--- src/rtl/spi_multi_pkg.sv ---
// Shared types and width helpers for the multi-channel PMD901 SPI master.
package spi_multi_pkg;

  typedef enum logic [1:0] {GAP, SETUP, SHIFT, HOLD} spi_state_e;

  localparam int DEF_TICK_W = $clog2(8) + 1;
  localparam int DEF_GAP_W  = $clog2(2001) + 1;

  function automatic int ch_w(input int n);
    return (n > 1) ? $clog2(n) : 1;
  endfunction

  // One spare bit so a counter loaded with its maximum never wraps.
  function automatic int cnt_w(input int max_val);
    return $clog2(max_val) + 1;
  endfunction

endpackage

--- src/rtl/spi_multi_motor_ctrl_tick.sv ---
// Clock-enable divider: one-clk tick every SCLK_DIVIDER clks while en is high.
module spi_sclk_tick
  import spi_multi_pkg::*;
#(
  parameter int SCLK_DIVIDER = 8
) (
  input  logic clk,
  input  logic rstn,
  input  logic en,
  output logic tick
);

  localparam int TICK_W = cnt_w(SCLK_DIVIDER);

  logic [TICK_W-1:0] cnt;

  // Held at zero while disabled so the first tick lands SCLK_DIVIDER clks after enable.
  always_ff @(posedge clk or negedge rstn) begin
    if (!rstn) begin
      cnt <= '0;
    end else if (!en || cnt == TICK_W'(SCLK_DIVIDER - 1)) begin
      cnt <= '0;
    end else begin
      cnt <= cnt + TICK_W'(1);
    end
  end

  assign tick = en && (cnt == TICK_W'(SCLK_DIVIDER - 1));

endmodule

--- src/rtl/spi_multi_motor_ctrl.sv ---
// Round-robin SPI master refreshing NUM_CH PMD901 drivers over shared sclk/mosi.
// Optional MISO capture is enabled by defining SPI_MISO_CAPTURE_EN.
module spi_multi_motor_ctrl
  import spi_multi_pkg::*;
#(
  parameter int NUM_CH          = 2,
  parameter int DATA_W          = 16,
  parameter int SCLK_DIVIDER    = 8,
  parameter int FRAME_GAP       = 2001,
  parameter int CS_N_HOLD_COUNT = 3
) (
  input  logic                      clk,
  input  logic                      rstn,
  input  logic [DATA_W-1:0]         wdata,
  input  logic [ch_w(NUM_CH)-1:0]   wsel,
  input  logic                      we,
  input  logic [NUM_CH-1:0]         dev_enable,
  input  logic [NUM_CH-1:0]         dev_bending,
  input  logic                      miso,
  output logic [NUM_CH-1:0]         park,
  output logic [NUM_CH-1:0]         bending,
  output logic                      sclk,
  output logic [NUM_CH-1:0]         cs_n,
  output logic                      mosi,
  output logic                      frame_done,
  output logic [DATA_W-1:0]         rdata,
  output logic                      rvalid,
  output logic [ch_w(NUM_CH)-1:0]   rch
);

  localparam int CH_W   = ch_w(NUM_CH);
  localparam int GAP_W  = cnt_w(FRAME_GAP);
  localparam int PH_MAX = (CS_N_HOLD_COUNT > 2 * DATA_W) ? CS_N_HOLD_COUNT : 2 * DATA_W;
  localparam int PH_W   = cnt_w(PH_MAX);

  spi_state_e        state;
  logic [GAP_W-1:0]  gap_cnt;
  logic [PH_W-1:0]   ph_cnt;
  logic [DATA_W-1:0] shadow [NUM_CH];
  logic [DATA_W-1:0] shift_q;
  logic [CH_W-1:0]   ch;
  logic              tick;
  logic              last_hold;
  logic              last_shift;
  logic              frame_end;

  spi_sclk_tick #(.SCLK_DIVIDER(SCLK_DIVIDER)) u_tick (
    .clk  (clk),
    .rstn (rstn),
    .en   (state != GAP),
    .tick (tick)
  );

  assign last_hold  = (ph_cnt == PH_W'(CS_N_HOLD_COUNT - 1));
  assign last_shift = (ph_cnt == PH_W'(2 * DATA_W - 1));
  assign frame_end  = (state == HOLD) && tick && last_hold;

  // NOTE: the shadow array is reset explicitly because an unwritten channel must send zero.
  always_ff @(posedge clk or negedge rstn) begin
    if (!rstn) begin
      for (int i = 0; i < NUM_CH; i++) shadow[i] <= '0;
    end else if (we && (int'(wsel) < NUM_CH)) begin
      shadow[wsel] <= wdata;
    end
  end

  always_ff @(posedge clk or negedge rstn) begin
    if (!rstn) begin
      park    <= '0;
      bending <= '0;
    end else begin
      park    <= dev_enable;
      bending <= dev_bending;
    end
  end

  always_ff @(posedge clk or negedge rstn) begin
    if (!rstn) begin
      state      <= GAP;
      gap_cnt    <= GAP_W'(FRAME_GAP);
      ph_cnt     <= '0;
      shift_q    <= '0;
      ch         <= '0;
      sclk       <= 1'b0;
      cs_n       <= '1;
      mosi       <= 1'b0;
      frame_done <= 1'b0;
    end else begin
      frame_done <= 1'b0;
      case (state)
        GAP: begin
          if (gap_cnt == GAP_W'(1)) begin
            state    <= SETUP;
            shift_q  <= shadow[ch];
            mosi     <= shadow[ch][DATA_W-1];
            cs_n[ch] <= 1'b0;
            ph_cnt   <= '0;
          end else begin
            gap_cnt <= gap_cnt - GAP_W'(1);
          end
        end
        SETUP: begin
          if (tick) begin
            if (last_hold) begin
              state  <= SHIFT;
              ph_cnt <= '0;
            end else begin
              ph_cnt <= ph_cnt + PH_W'(1);
            end
          end
        end
        SHIFT: begin
          if (tick) begin
            sclk <= ~sclk;
            // Falling edge advances mosi, except the last one which leaves the LSB in place.
            if (sclk && last_shift) begin
              state  <= HOLD;
              ph_cnt <= '0;
            end else begin
              if (sclk) begin
                shift_q <= shift_q << 1;
                mosi    <= shift_q[DATA_W-2];
              end
              ph_cnt <= ph_cnt + PH_W'(1);
            end
          end
        end
        HOLD: begin
          if (frame_end) begin
            state      <= GAP;
            gap_cnt    <= GAP_W'(FRAME_GAP);
            cs_n       <= '1;
            mosi       <= 1'b0;
            frame_done <= 1'b1;
            ch         <= (ch == CH_W'(NUM_CH - 1)) ? '0 : ch + CH_W'(1);
          end else if (tick) begin
            ph_cnt <= ph_cnt + PH_W'(1);
          end
        end
        default: state <= GAP;
      endcase
    end
  end

`ifdef SPI_MISO_CAPTURE_EN
  logic [DATA_W-1:0] cap_q;

  always_ff @(posedge clk or negedge rstn) begin
    if (!rstn) begin
      cap_q  <= '0;
      rdata  <= '0;
      rch    <= '0;
      rvalid <= 1'b0;
    end else begin
      rvalid <= 1'b0;
      if (state == SHIFT && tick && !sclk) begin
        cap_q <= {cap_q[DATA_W-2:0], miso};
      end
      if (frame_end) begin
        rdata  <= cap_q;
        rch    <= ch;
        rvalid <= 1'b1;
      end
    end
  end
`else
  logic unused_miso;
  assign unused_miso = miso;
  assign rdata       = '0;
  assign rch         = '0;
  assign rvalid      = 1'b0;
`endif

endmodule

--- config.mk ---
export PLATFORM = sky130hd
export DESIGN_NAME = spi_multi_motor_ctrl
export DESIGN_NICKNAME = d
export VERILOG_FILES = /design/src/rtl/spi_multi_pkg.sv /design/src/rtl/spi_multi_motor_ctrl_tick.sv /design/src/rtl/spi_multi_motor_ctrl.sv
export SDC_FILE = /design/constraint.sdc
export NUM_CORES = 1
export LEC_CHECK = 0
export CAP_MARGIN = 20
export CORE_MARGIN = 2
export CORE_UTILIZATION = 50
export CTS_BUF_LIST = sky130_fd_sc_hd__clkbuf_4 sky130_fd_sc_hd__clkbuf_8 sky130_fd_sc_hd__clkbuf_16
export DETAILED_ROUTE_END_ITERATION = 8
export PLACE_DENSITY = 0.76
export SETUP_SLACK_MARGIN = 0.15
export SYNTH_ARGS = -nofsm -noshare
export SYNTH_HDL_FRONTEND = slang
export SYNTH_SLANG_ARGS = --single-unit
--- constraint.sdc ---
create_clock -name clk -period 2.3 [get_ports clk]
set_input_delay 0.345 -clock clk [delete_from_list [all_inputs] [get_ports clk]]
set_output_delay 0.345 -clock clk [all_outputs]
set_load 0.03 [all_outputs]
## Yosys cells after proc, flatten, opt, wreduce, memory -nomap -nowiden

Cells that the tools add are included.

- Bits in registers: 81
- Input bits: 25
- Logic and storage cells: 111

- $add $sub $neg: 4
- Order comparisons: 5
- Eq/ne operators: 18
- Muxes and demuxes: 44
- Bitwise logic cells: 5
- Reductions and logical operators: 21

Operators with widths:

| operator | number |
|---|---|
| $mux 16 | 4 |
| $mux 15 | 4 |
| $mux 6 | 7 |
| $bwmux 32 | 1 |
| $pmux 15 s2 | 1 |
| $mux 12 | 2 |
| $pmux 12 s2 | 1 |
| $pmux 6 s4 | 1 |
| $ne 2x2->1 const B | 11 |
| $demux 16 s1 | 1 |
| $mux 2 | 8 |
| $eq 12x1->1 const B | 1 |
| $reduce_and 6->1 | 2 |
| $sub 12x1->12 const B | 1 |
| $reduce_and 5->1 | 2 |
| $mux 1 | 9 |
| $pmux 2 s4 | 1 |
| $add 6x1->6 const B | 1 |
| $eq 6x2->1 const B | 1 |
| $eq 6x5->1 const B | 1 |
| $logic_and 1x1->1 | 6 |
| $reduce_and 3->1 | 2 |
| $reduce_bool 2->1 | 3 |
| $add 4x1->4 const B | 1 |
| other kinds (21) | 25 |

## Logic depth before layout (Yosys ltp)

- Word-level depth: 8
- Mapped depth: 9

## Cells and area by module

From an unflattened synthesis, not the netlist that was laid out.

- Cell total of the unflattened synthesis: 381
- Area total of the unflattened synthesis: 4096.4 um^2

By module, submodules not included:

| module | instances | cells each | area each (um^2) |
|---|---|---|---|
| spi_multi_motor_ctrl | 1 | 365 | 3913.8 |
| spi_sclk_tick | 1 | 16 | 182.7 |

## Worst setup path after synthesis

OpenSTA, ideal clock, no wires.

- Kind: register to register
- From: register gap_cnt[0]
- To: register shift_q[0]
- Library setup time: 134 ps
- Arrival: 2133 ps
- Slack: 33 ps
- Stages on the path, launching flop included: 9
- Path buffers: 2
- Cells stage by stage: dfstp_2 > ha_1 > or4b_1 > o31a_1 > buf_6 > a211o_1 > buf_2 > nand2_1 > o31ai_2

- Cells in the longest elaborated chain, start to end: 3

Ends and longest elaborated chain:

| element | RTL line | RTL |
|---|---|---|
| from (decl) | spi_multi_motor_ctrl.sv:37 | `logic [GAP_W-1:0] gap_cnt;` |
| from (signal assigned) | spi_multi_motor_ctrl.sv:80 | `gap_cnt <= GAP_W'(FRAME_GAP);` |
| from (signal assigned) | spi_multi_motor_ctrl.sv:99 | `gap_cnt <= gap_cnt - GAP_W'(1);` |
| from (signal assigned) | spi_multi_motor_ctrl.sv:131 | `gap_cnt <= GAP_W'(FRAME_GAP);` |
| $eq 12x1->1 | spi_multi_motor_ctrl.sv:92 | `if (gap_cnt == GAP_W'(1)) begin` |
| $ne 2x2->1 (no source line) | - |  |
| $reduce_and 5->1 (no source line) | - |  |
| to (signal assigned) | spi_multi_motor_ctrl.sv:94 | `shift_q <= shadow[ch];` |
| to (signal assigned) | spi_multi_motor_ctrl.sv:121 | `shift_q <= shift_q << 1;` |
| to (decl) | spi_multi_motor_ctrl.sv:40 | `logic [DATA_W-1:0] shift_q;` |

Every way passes these cells.
A chain may end at the register's enable or synchronous reset.

## Worst setup path in the final report

Same ends and word-level chain as after synthesis.

==> summary.md <==
| Metric | Value |
|---|---|
| PortBufs | 32 |
| DRC | 0 |
| Via count | about 2800 |
| I/O Pins | 52 |
| Static leakage | roughly 0.002 uW |
| Largest net degree at the start of global routing | 43 |
| Startpoint types | flip-flop |
| Fmax | ~0.44 GHz |
| Clock latency on the worst-skew pair | 0.34 ns |
| Routability cong. | roughly 0.9 |
| DRT Wirelength | between 7 and 8 mm |
| Number of synthesized flops with an enable pin | 0 |
| ANT cells | 0 |
| WP data required | about 2.5 ns |
| Yosys warns | 0 |
| Synth unique cells | 47 |
| Number of max-cap violations | 0 |
| Maximum VDD drop | approximately 0.00043 V |
| Status | complete, no violations |
| Core box area | around 0.0077 sq mm |
| Share of cells above drive strength 1 | 0.2340 |
| H-tree Lvls | 3 |
| Largest cells by area after synthesis | dfrtp_1 (45%), mux2_2 (9.6%), dfstp_2 (6.0%), mux2i_1 (4.3%), buf_4 (3.4%) |
| Clock skew | between 0.005 and 0.006 ns |
| Die Span Y | 93.11 microns |
| Design area | 0.004722 sq mm |
| GRT Overall Usage | 0.1900 |
| Vias in the first global route | approximately 2800 |
| DR pass1 iterations | 4 |
| Worst-path fanout max | 8 |
| WL/cell | roughly 14 microns |
| Mean area per synthesized cell | roughly 11 sq um |
| Vias/cell | around 5.4 |
| Post-DP HPWL | 5.068 mm |
| Critical Path End Type | flip-flop |
| Cts bufs inserted | 9 |
| Final cycle utilization of the critical path | 0.9917 |
| Ys flop type | dfrtp_1 |
| Final Net Count | between 400 and 500 |
| RSZ-0062 raised after global routing | yes |
| Synth Instances | ~370 |
| Die ar. | ~0.0087 sq mm |
| Sink Count | 81 |
| Yosys reg bits | between 80 and 90 |
| # rows | 32 |
| Worst-Margin Slew | 0.5448 ns |
| Max-slew headroom | 0.6368 |
| Clock root buffer | clkbuf_8 |
| Global route overflow | 0 |
| First-pass GRT wire length | roughly 13 mm |
| Worst Hold Class | input port to flip-flop |
| Worst Path Arrival | roughly 2.5 ns |
| Antenna Nets Post-Route | 0 |
| Starting density of the core | 0.5138 |
| Die width | ~93 microns |
| Clock slew at reported path FFs | ~0.08 ns |
| Total chip power | around 2800 uW |
| Max clock buf depth | 2 |
| Synth top area share | 0.4538 |
| Initial antenna violation count | 0 |
| Endpoints failing setup | 0 |
| Crit path time final | 2.281 ns |
| Synth Cell Area | 0.003970 sq mm |
| Max-slew violations | 0 |
| DP Area | roughly 0.0044 sq mm |
| CTS tree | built |
| WHS | 0.4347 ns |
| DRT iter0 DRCs | 114 |
| Async set-reset flop share out of synthesis | 1.000 |
| Area leader, netlist | dfrtp_1 |
| CP Class | flip-flop to flip-flop |
| Seq/Total Area, Yosys | 0.5134 |
| Final hold vios | 0 |
| P&R area growth vs syn | 18.94% |
| Power per Cell Area | around 580 mW/mm^2 |
## kinds of logic after synthesis
kind of cell / share of synthesized area
XOR/XNOR: 0.01765
flip-flops: 0.5134
AO/OA/AOI/OAI: 0.1125
adder cells (fa/ha/maj): 0.03152
other: 0.0009446
buffers and inverters: 0.06398
AND/OR/NAND/NOR: 0.1207
multiplexers: 0.1393
## synthesized netlist by cell type, drive strengths merged (2+ instances only)
master / number
clkbuf: 11
a31o: 2
o21ai: 29
dfrtp: 72
buf: 23
xor2: 5
mux2i: 17
o31ai: 3
nand2: 26
or2: 3
or4: 2
o211ai: 6
or3: 8
nand3: 8
mux2: 34
nor2b: 2
a21oi: 25
xnor2: 3
ha: 10
o22ai: 3
inv: 10
nor3: 8
a22o: 2
nor2: 33
dfstp: 9
nor4: 2
## cell usage in the layout, fill, tap and decap left out, types with 14 or more instances in the layout
master | netlist | final
dfrtp_1 | 72 | 72
mux2_2 | 34 | 33
clkdlybuf4s50_1 | 0 | 31
nor2_1 | 33 | 33
buf_4 | 18 | 18
conb_1 | 1 | 18
a21oi_1 | 25 | 23
nand2_1 | 26 | 25
o21ai_1 | 6 | 14
mux2i_1 | 17 | 17
## sequential cells by signal (all words and copies together), names as in the netlist
signal / flops
shadow: 32
state: 2
mosi: 1
park: 2
ph_cnt: 6
ch: 1
shift_q: 15
bending: 2
frame_done: 1
gap_cnt: 12
cs_n: 2
u_tick.cnt: 4
sclk: 1
## power breakdown
group | internal [uW] | switching (uW)
clock network | 413 | 493
registers | 1510 | 41.8
logic | 145 | 150
## critical path: stages, from the launching register on
cell     delay, ns
dfstp_2       0.54
ha_1          0.13
or4b_4        0.47
o31a_1        0.36
a211o_4       0.35
buf_12        0.15
nand2_1       0.10
o31ai_4       0.07
## per-layer routing
layer | share of wire | wire length [microns] | vias up | GRT usage
met3 | 0.031 | 235 | 19 | 0.03948
met4 | 0.027 | 203 | 0 | 0.07966
met2 | 0.51 | 3845 | 58 | 0.3279
li1 | - | - | 1366 | -
met5 | 0 | 0 | - | 0
met1 | 0.43 | 3218 | 1383 | 0.2318
## per-stage QoR
step                      std cells  worst slack, ns    util  setup TNS, ns
after CTS                       521          0.03858  0.5965              0
after global placement          504          0.01234  0.5714              0
after detailed placement        504         -0.03307  0.5714        -0.1425
after global routing            525         -0.06588  0.6111        -0.4752
final                           525          0.01908  0.6111              0
after floorplan                 388          0.05284       -              0
## timing repair
item,CTS,global route
buffers inserted,1,2
hold buffers,1,0
pin swaps,1,7
gates resized for setup,3,18
endpoints found under the setup margin,30,35
cloned,0,2
endpoints found under the hold margin,27,0
## worst paths after layout
| path | end | startpoint | slack (ns) | depth (start not counted) |
|---|---|---|---|---|
| setup / recovery | shift_q[0]$_DFFE_PN0P_ | gap_cnt[0]$_DFFE_PN1P_ | 0.02 | 7 |
| hold / removal | park[0]$_DFF_PN0_ | dev_enable[0] | 0.43 | 1 |
| setup reg to reg | shift_q[0]$_DFFE_PN0P_ | gap_cnt[0]$_DFFE_PN1P_ | 0.02 | 7 |
| hold reg to reg | shift_q[8]$_DFFE_PN0P_ | shift_q[8]$_DFFE_PN0P_ | 0.49 | 2 |
| max in group asynchronous | shift_q[8]$_DFFE_PN0P_ | rstn | 1.18 | 3 |
| min in group asynchronous | ph_cnt[2]$_DFFE_PN0P_ | rstn | 0.52 | 2 |
## cell type report
type                    instances  area (sq um)
clock buffers                  10         137.6
clock inverters                 5         32.53
fillers                       610          3005
inverters                      11         41.29
multi-input cells             262          1799
flip-flops and latches         81          2038
well taps                     102         127.6
repair buffers                 54         545.5
Power figures use the tool's default switching activity.
